File: config.mk
export PLATFORM = sky130hd
export DESIGN_NAME = draw_rect
export DESIGN_NICKNAME = d
export VERILOG_FILES = /design/src/rtl/draw_rect.sv
export SDC_FILE = /design/constraint.sdc
export NUM_CORES = 1
export LEC_CHECK = 0
export ABC_CLOCK_PERIOD_IN_PS = 2800
export CAP_MARGIN = 10
export CORE_ASPECT_RATIO = 2
export CORE_MARGIN = 2
export CORE_UTILIZATION = 48
export DETAILED_ROUTE_END_ITERATION = 12
export HOLD_SLACK_MARGIN = 0.1
export PLACE_DENSITY = 0.76
export SLEW_MARGIN = 40
export SYNTH_ARGS = -nofsm -noshare
export SYNTH_HDL_FRONTEND = slang
export SYNTH_SLANG_ARGS = --single-unit
File: constraint.sdc
create_clock -name clock -period 2.8 [get_ports clock]
set_input_delay 0.42 -clock clock [delete_from_list [all_inputs] [get_ports clock]]
set_output_delay 0.42 -clock clock [all_outputs]
set_load 0.01 [all_outputs]
File: src/rtl/draw_rect.sv
// Rectangle rasteriser: draws a w x h box at (x,y) one pixel per clock into the VGA write port.
// Optional outline-only mode is enabled by defining DRAW_RECT_OUTLINE_EN.
module draw_rect #(
    parameter int SCREEN_W = 320,
    parameter int SCREEN_H = 240,
    parameter int MAX_W    = 64,
    parameter int MAX_H    = 64,
    localparam int WW      = $clog2(MAX_W + 1),
    localparam int HW      = $clog2(MAX_H + 1)
) (
    input  logic          clock,
    input  logic          reset,
    input  logic          start,
    output logic          busy,
    output logic          done,
    input  logic [8:0]    x,
    input  logic [7:0]    y,
    input  logic [WW-1:0] w,
    input  logic [HW-1:0] h,
    input  logic [2:0]    colour,
`ifdef DRAW_RECT_OUTLINE_EN
    input  logic          outline,
`endif
    output logic [8:0]    vga_x,
    output logic [7:0]    vga_y,
    output logic [2:0]    vga_colour,
    output logic          vga_write
);

    typedef enum logic [1:0] {IDLE, DRAW, DRAIN} state_t;

    state_t        state, state_next;
    logic [8:0]    x_base;
    logic [7:0]    y_base;
    logic [WW-1:0] w_lat;
    logic [HW-1:0] h_lat;
    logic [2:0]    colour_lat;
    logic [WW-1:0] col;
    logic [HW-1:0] row;
    logic [9:0]    px;
    logic [8:0]    py;
    logic          last_col, last_row;
    logic          accept, on_mask, pix_write;

`ifdef DRAW_RECT_OUTLINE_EN
    logic outline_lat;
`endif

    assign busy     = (state != IDLE);
    assign accept   = (state == IDLE) && start;
    assign last_col = (col == w_lat - WW'(1));
    assign last_row = (row == h_lat - HW'(1));

    // One extra bit on each coordinate so a box hanging off the right/bottom edge never wraps back on screen.
    assign px = {1'b0, x_base} + 10'(col);
    assign py = {1'b0, y_base} + 9'(row);

`ifdef DRAW_RECT_OUTLINE_EN
    assign on_mask = !outline_lat || (col == '0) || last_col || (row == '0) || last_row;
`else
    assign on_mask = 1'b1;
`endif

    assign pix_write = (state == DRAW) && (px < 10'(SCREEN_W)) && (py < 9'(SCREEN_H)) && on_mask;

    always_ff @(posedge clock) begin
        if (reset) state <= IDLE;
        else       state <= state_next;
    end

    always_comb begin
        state_next = state;
        case (state)
            IDLE: begin
                if (start) state_next = (w == '0 || h == '0) ? DRAIN : DRAW;
            end
            DRAW: begin
                if (last_col && last_row) state_next = DRAIN;
            end
            DRAIN:   state_next = IDLE;
            default: state_next = IDLE;
        endcase
    end

    always_ff @(posedge clock) begin
        if (reset) begin
            x_base     <= '0;
            y_base     <= '0;
            w_lat      <= '0;
            h_lat      <= '0;
            colour_lat <= '0;
            col        <= '0;
            row        <= '0;
`ifdef DRAW_RECT_OUTLINE_EN
            outline_lat <= 1'b0;
`endif
        end else if (accept) begin
            x_base     <= x;
            y_base     <= y;
            w_lat      <= (w > WW'(MAX_W)) ? WW'(MAX_W) : w;
            h_lat      <= (h > HW'(MAX_H)) ? HW'(MAX_H) : h;
            colour_lat <= colour;
            col        <= '0;
            row        <= '0;
`ifdef DRAW_RECT_OUTLINE_EN
            outline_lat <= outline;
`endif
        end else if (state == DRAW) begin
            if (last_col) begin
                col <= '0;
                row <= row + HW'(1);
            end else begin
                col <= col + WW'(1);
            end
        end
    end

    // Output stage: coordinates only move on a real write so the VGA port sees stable values otherwise.
    always_ff @(posedge clock) begin
        if (reset) begin
            done       <= 1'b0;
            vga_write  <= 1'b0;
            vga_x      <= '0;
            vga_y      <= '0;
            vga_colour <= '0;
        end else begin
            done      <= (state == DRAIN);
            vga_write <= pix_write;
            if (pix_write) begin
                vga_x      <= px[8:0];
                vga_y      <= py[7:0];
                vga_colour <= colour_lat;
            end
        end
    end

endmodule

; ---- Word-level counts from Yosys, hierarchy flattened
; Index checks and enable logic that the tools add are counted.
[classes]
n_mux = 7
eq_ne = 6
magnitude_cmp = 4
n_reduce_logical = 12
add_sub_neg = 6
[op_table]
columns = cell, n
row1 = $mux 7, 3
row2 = $add 7x1->7 const B, 2
row3 = $eq 7x7->1, 2
row4 = $gt 7x7->1 const B, 2
row5 = $logic_not 7->1, 2
row6 = $sub 7x1->7 const B, 2
row7 = $add 9x7->10, 1
row8 = $lt 10x9->1 const B, 1
row9 = $add 8x7->9, 1
row10 = $lt 9x8->1 const B, 1
row11 = $mux 2, 3
row12 = $logic_and 1x1->1, 4
row13 = $ne 2x2->1 const B, 2
row14 = $pmux 2 s2, 1
row15 = $reduce_and 2->1, 2
row16 = $eq 2x1->1 const B, 1
row17 = $eq 2x2->1 const B, 1
row18 = $logic_not 2->1, 1
row19 = $reduce_bool 2->1, 1
row20 = $reduce_or 2->1, 1
row21 = $logic_or 1x1->1, 1
[totals]
elab_cells = 48
out_inout_bits = 23
regBits = 72

; ---- Depth between registers and ports, before layout
[logic_depth]
word_depth = 5
mapped_depth = 12
mapped_depth_nobuf = 10

; ---- Least setup slack after synthesis
; No wires, ideal clock.
[synth_timing]
path_kind = register -> register
startpoint = register w_lat[0]
endpoint = register row[6]
slack_ps = -63
t_arrival_ps = 2791
t_required_ps = 2728
n_path_buf = 1
synth_period_minus_slack_ps = 2863
setup_time_ps = 72
stages_incl_launch_ff = 11
cell_sequence = dfxtp_1 inv_1 ha_1 nand2b_1 o211a_1 o31a_1 or4_4 buf_6 or4_4 or3_1 a21oi_1
[synth_via]
elab_chain_len = 3
[synth_lines]
columns = item, line
row1 = start: declaration, 35  ; logic [WW-1:0] w_lat;
row2 = start signal: assignment, 100  ; w_lat <= (w > WW'(MAX_W)) ? WW'(MAX_W) : w;
row3 = $sub 7x1->7, 51  ; assign last_col = (col == w_lat - WW'(1));
row4 = $eq 7x7->1, 51
row5 = $reduce_and 2->1 (no source line), n/a
row6 = end signal: assignment, 111  ; row <= row + HW'(1);
row7 = end: declaration, 39  ; logic [HW-1:0] row;
; Every way passes these cells.
; A chain may end at the register's enable or synchronous reset.

; ---- Final worst setup path
; Ends and elaborated chain as after synthesis.

==> results.txt <==
The run finished with clean final reports. Met2 track demand over resource: 0.414. The tools report the instance count after placement with tap cells included as 599. After detailed routing, the number of vias per cell comes to 5.55.

The starting density of the core is 0.493. The die is 66.3 um wide. For the vias after detailed routing, the log shows 3417.

Ranked by total cell area, the synthesized netlist is headed by sky130_fd_sc_hd__dfxtp_1 (39%), sky130_fd_sc_hd__a21oi_1 (7.7%), sky130_fd_sc_hd__nand2_1 (7.3%). The max-slew violation total from the final report was 0; the worst voltage drop across the vdd grid was 0.371 mV. The total core area is 0.00754 mm^2, and the period utilization is 0.965. The root buffer cell chosen for the clock tree is sky130_fd_sc_hd__clkbuf_16.

The synthesized design spends more area on one cell type than any other, namely sky130_fd_sc_hd__dfxtp_1. Max-cap violations in this run came to 0. The power after layout is 2.52 mW. Layer with the highest usage after global routing: met2.

In this run the critical register-to-register path is launched from w_lat[0]. The TritonCTS sink count was 72. After the flow finishes, the layout carries non-filler instances totaling 616.

Clock-pin slew was measured on the worst setup and hold paths at 50 ps. The final layout contains 576 nets. The family with the most delay on the worst path is simple AND/OR/NAND/NOR gates.

The congestion estimate from routability-driven global placement came to 0.898. In this run the cell area of the synthesized design comes to 0.00372 mm^2. The logs give 0.00852 mm^2 for the area enclosed by the die boundary and 5 for the detailed-routing iteration count for the pre-antenna-repair pass. After synthesis the netlist holds a flip-flop and latch count of 72.

For this run the aggregate overflow at the end of global routing stands at 0. The signed area change from the synthesized netlist to the final layout was 27.7%. For this block, the initial DRC count from the detailed router was 214. At the pin with the least slew margin, the transition time is 531 ps.

The post-synthesis instance total is 454. Summed over all layers, the routed wires come to 8870 um. The library cell used most frequently in the layout, excluding fill and tap cells, is sky130_fd_sc_hd__nand2_1. Setup total negative slack on the finished layout was measured at 0 ps. At the worst endpoint, the required time is 3060 ps. On the final layout, the worst hold slack is 462 ps. Of all nets on the critical path, the largest fanout is 5. Count of standard-cell rows: 45.

The combined buffer and inverter count along the critical path was 1; the remaining antenna violation count after routing was 0. Initial antenna violation count: 0. The worst setup path is launched from a flip-flop. The clock latency of the later-clocked register in the worst-skew pair was 330 ps. The most used flip-flop cell after synthesis is sky130_fd_sc_hd__dfxtp_1. The min-delay analysis places its worst path in the category reg2reg. The level count of the clock H-tree is 3, and the maximum clock rate is 370 MHz. Share of synthesized area occupied by flip-flops and latches: 0.387. The smallest clock period supported by the final layout is computed as 2700 ps. In this run the static leakage power is 1.86 nW. The largest individual stage delay along the critical path comes from the cell sky130_fd_sc_hd__or4_4. The run gives 0.233 as the global-route track usage on met1.

TritonCTS built the clock tree. The worst-case clock buffer depth was 2; the synthesized area divided by synthesized cell count was 8.20 um^2. Setup violations remaining at the end of the flow were counted as 0. The met3 demand-to-capacity share in global routing was 0.0481.

The Yosys step of the flow raised 0 warnings. The number of nets handed over by synthesis was 511. Path type of the worst setup path: reg2reg. Critical path capture point type: a flip-flop. The tightest slew margin relative to the limit was 0.646; the final instance area was 0.00475 mm^2.

For the wire length of the first global-routing pass, the log shows 14700 um. The tools report the worst setup path startpoint as w_lat[0]. Setup repair after global routing left no endpoint under its margin. The repair_antennas step left the layout with diodes totalling 0. The cell area after placement came out at 0.00444 mm^2. The largest net degree at the start of global routing was 30. Walking the worst path, the cells encountered are inv_2 > ha_4 > nand2b_1 > o211a_1 > o31a_1 > or4_4 > or4_4 > or3_1 > a21oi_1.

Per-cell routed wire length: 14.4 um. Counting distinct cell types in the post-synthesis netlist gives 50. The count of input and output buffers is 59.

The share of Yosys cell area claimed by the top area cell type is 0.387. The share of post-route cells with drive strength above 1 was 0.0843; the power per standard cell area was 530 mW/mm^2. Number of enable flip-flop cells after synthesis: 0. Measured along the y axis, the die boundary spans 129 um. For this run, design rule violations remaining after detail routing come to 0. 60 I/O pins were placed. Cell type with the highest occurrence count on the critical path: sky130_fd_sc_hd__or4_4. The run gives 3262 as the via count of the first global-routing pass. The share of flip-flops with an asynchronous set or reset works out to 0. The wire-length estimate of the detail-placed layout is 6770 um. The all-layer global routing usage was 0.224.

The run gives 5.18 ps as the post-route clock skew. Data arrives at the worst endpoint at 2960 ps. The hold violation count in the final report is 0.

In the layout the commonest cells are sky130_fd_sc_hd__nand2_1 (72), sky130_fd_sc_hd__dfxtp_1 (70), sky130_fd_sc_hd__clkdlybuf4s50_1 (58). The startpoint identified for the worst hold timing path is colour_lat[1]. Maximum single-stage delay on the critical path: 530 ps.

The number of buffers created by CTS was 9.
[sequential cells by signal, indices dropped and copies added, names as in the netlist]
| name | cells |
|---|---|
| colour_lat | 3 |
| state | 2 |
| w_lat | 7 |
| y_base | 8 |
| x_base | 9 |
| vga_y | 8 |
| done | 1 |
| row | 7 |
| h_lat | 7 |
| vga_write | 1 |
| col | 7 |
| vga_x | 9 |
| vga_colour | 3 |
[worst min-delay path: cells and delay by family (launching register included)]
family	cells	cell delay [ps]
flip-flops	1	310
AND/OR/NAND/NOR	1	50
AO/OA/AOI/OAI	1	50
[synth_stat cells, drive strengths merged, types with 3 or more instances]
master	count
a211oi	6
nand2b	8
nor2b	4
clkbuf	19
nand2	72
nand3b	8
a21oi	57
dfxtp	72
nand3	15
nor2	26
xor2	15
or4	3
nor4	5
nand4	8
xnor2	23
a21o	5
inv	13
nor3	8
o21ai	28
o221a	3
ha	18
and4	3
[per-stage QoR]
| stage | worst slack (ps) | util |
|---|---|---|
| after floorplan | 31.2 | - |
| after global placement | 114 | 0.589 |
| after detailed placement | 38.0 | 0.589 |
| after CTS | 18.9 | 0.622 |
| after global routing | 6.73 | 0.630 |
| final | 97.0 | 0.630 |
[cells by family after synthesis]
group | Yosys count | share of synthesized area
mux | 2 | 0.00538
buf+inv | 35 | 0.0373
xor+xnor | 38 | 0.0894
fa+ha+maj | 20 | 0.0713
compound gates | 119 | 0.190
simple gates | 168 | 0.220
flops | 72 | 0.387
[layout make-up]
class / instances / area [um^2]
flip-flops and latches: 72 / 1450
well taps: 94 / 118
multi-input cells: 347 / 2170
clock buffers: 13 / 250
fillers: 674 / 2790
clock inverters: 1 / 5.00
inverters: 14 / 52.6
repair buffers: 75 / 709
[timing repair]
| action | in CTS | in global routing |
|---|---|---|
| setup buffers | 0 | 3 |
| resized for setup | 0 | 13 |
| hold buffers | 0 | 0 |
| endpoints found under the setup margin | 0 | 21 |
[final timing paths]
kind / end / slack (ps) / depth (start not counted)
setup / recovery: row[6] / 100 / 9
hold / removal: colour_lat[1] / 460 / 2
setup reg to reg: row[6] / 100 / 9
hold reg to reg: colour_lat[1] / 460 / 2
[per-layer routing]
metal,wire length [um],vias up,part of all wire
met1,3450,1575,0.39
met4,250,0,0.028
met2,4820,92,0.54
met5,0,-,0
li1,-,1732,-
met3,347,18,0.039
[power breakdown]
part / internal, mW / switching [mW]
registers: 1.08 / 0.0400
clock network: 0.612 / 0.394
logic: 0.191 / 0.204
total: 1.88 / 0.638
(Power assumes the default switching activity.)
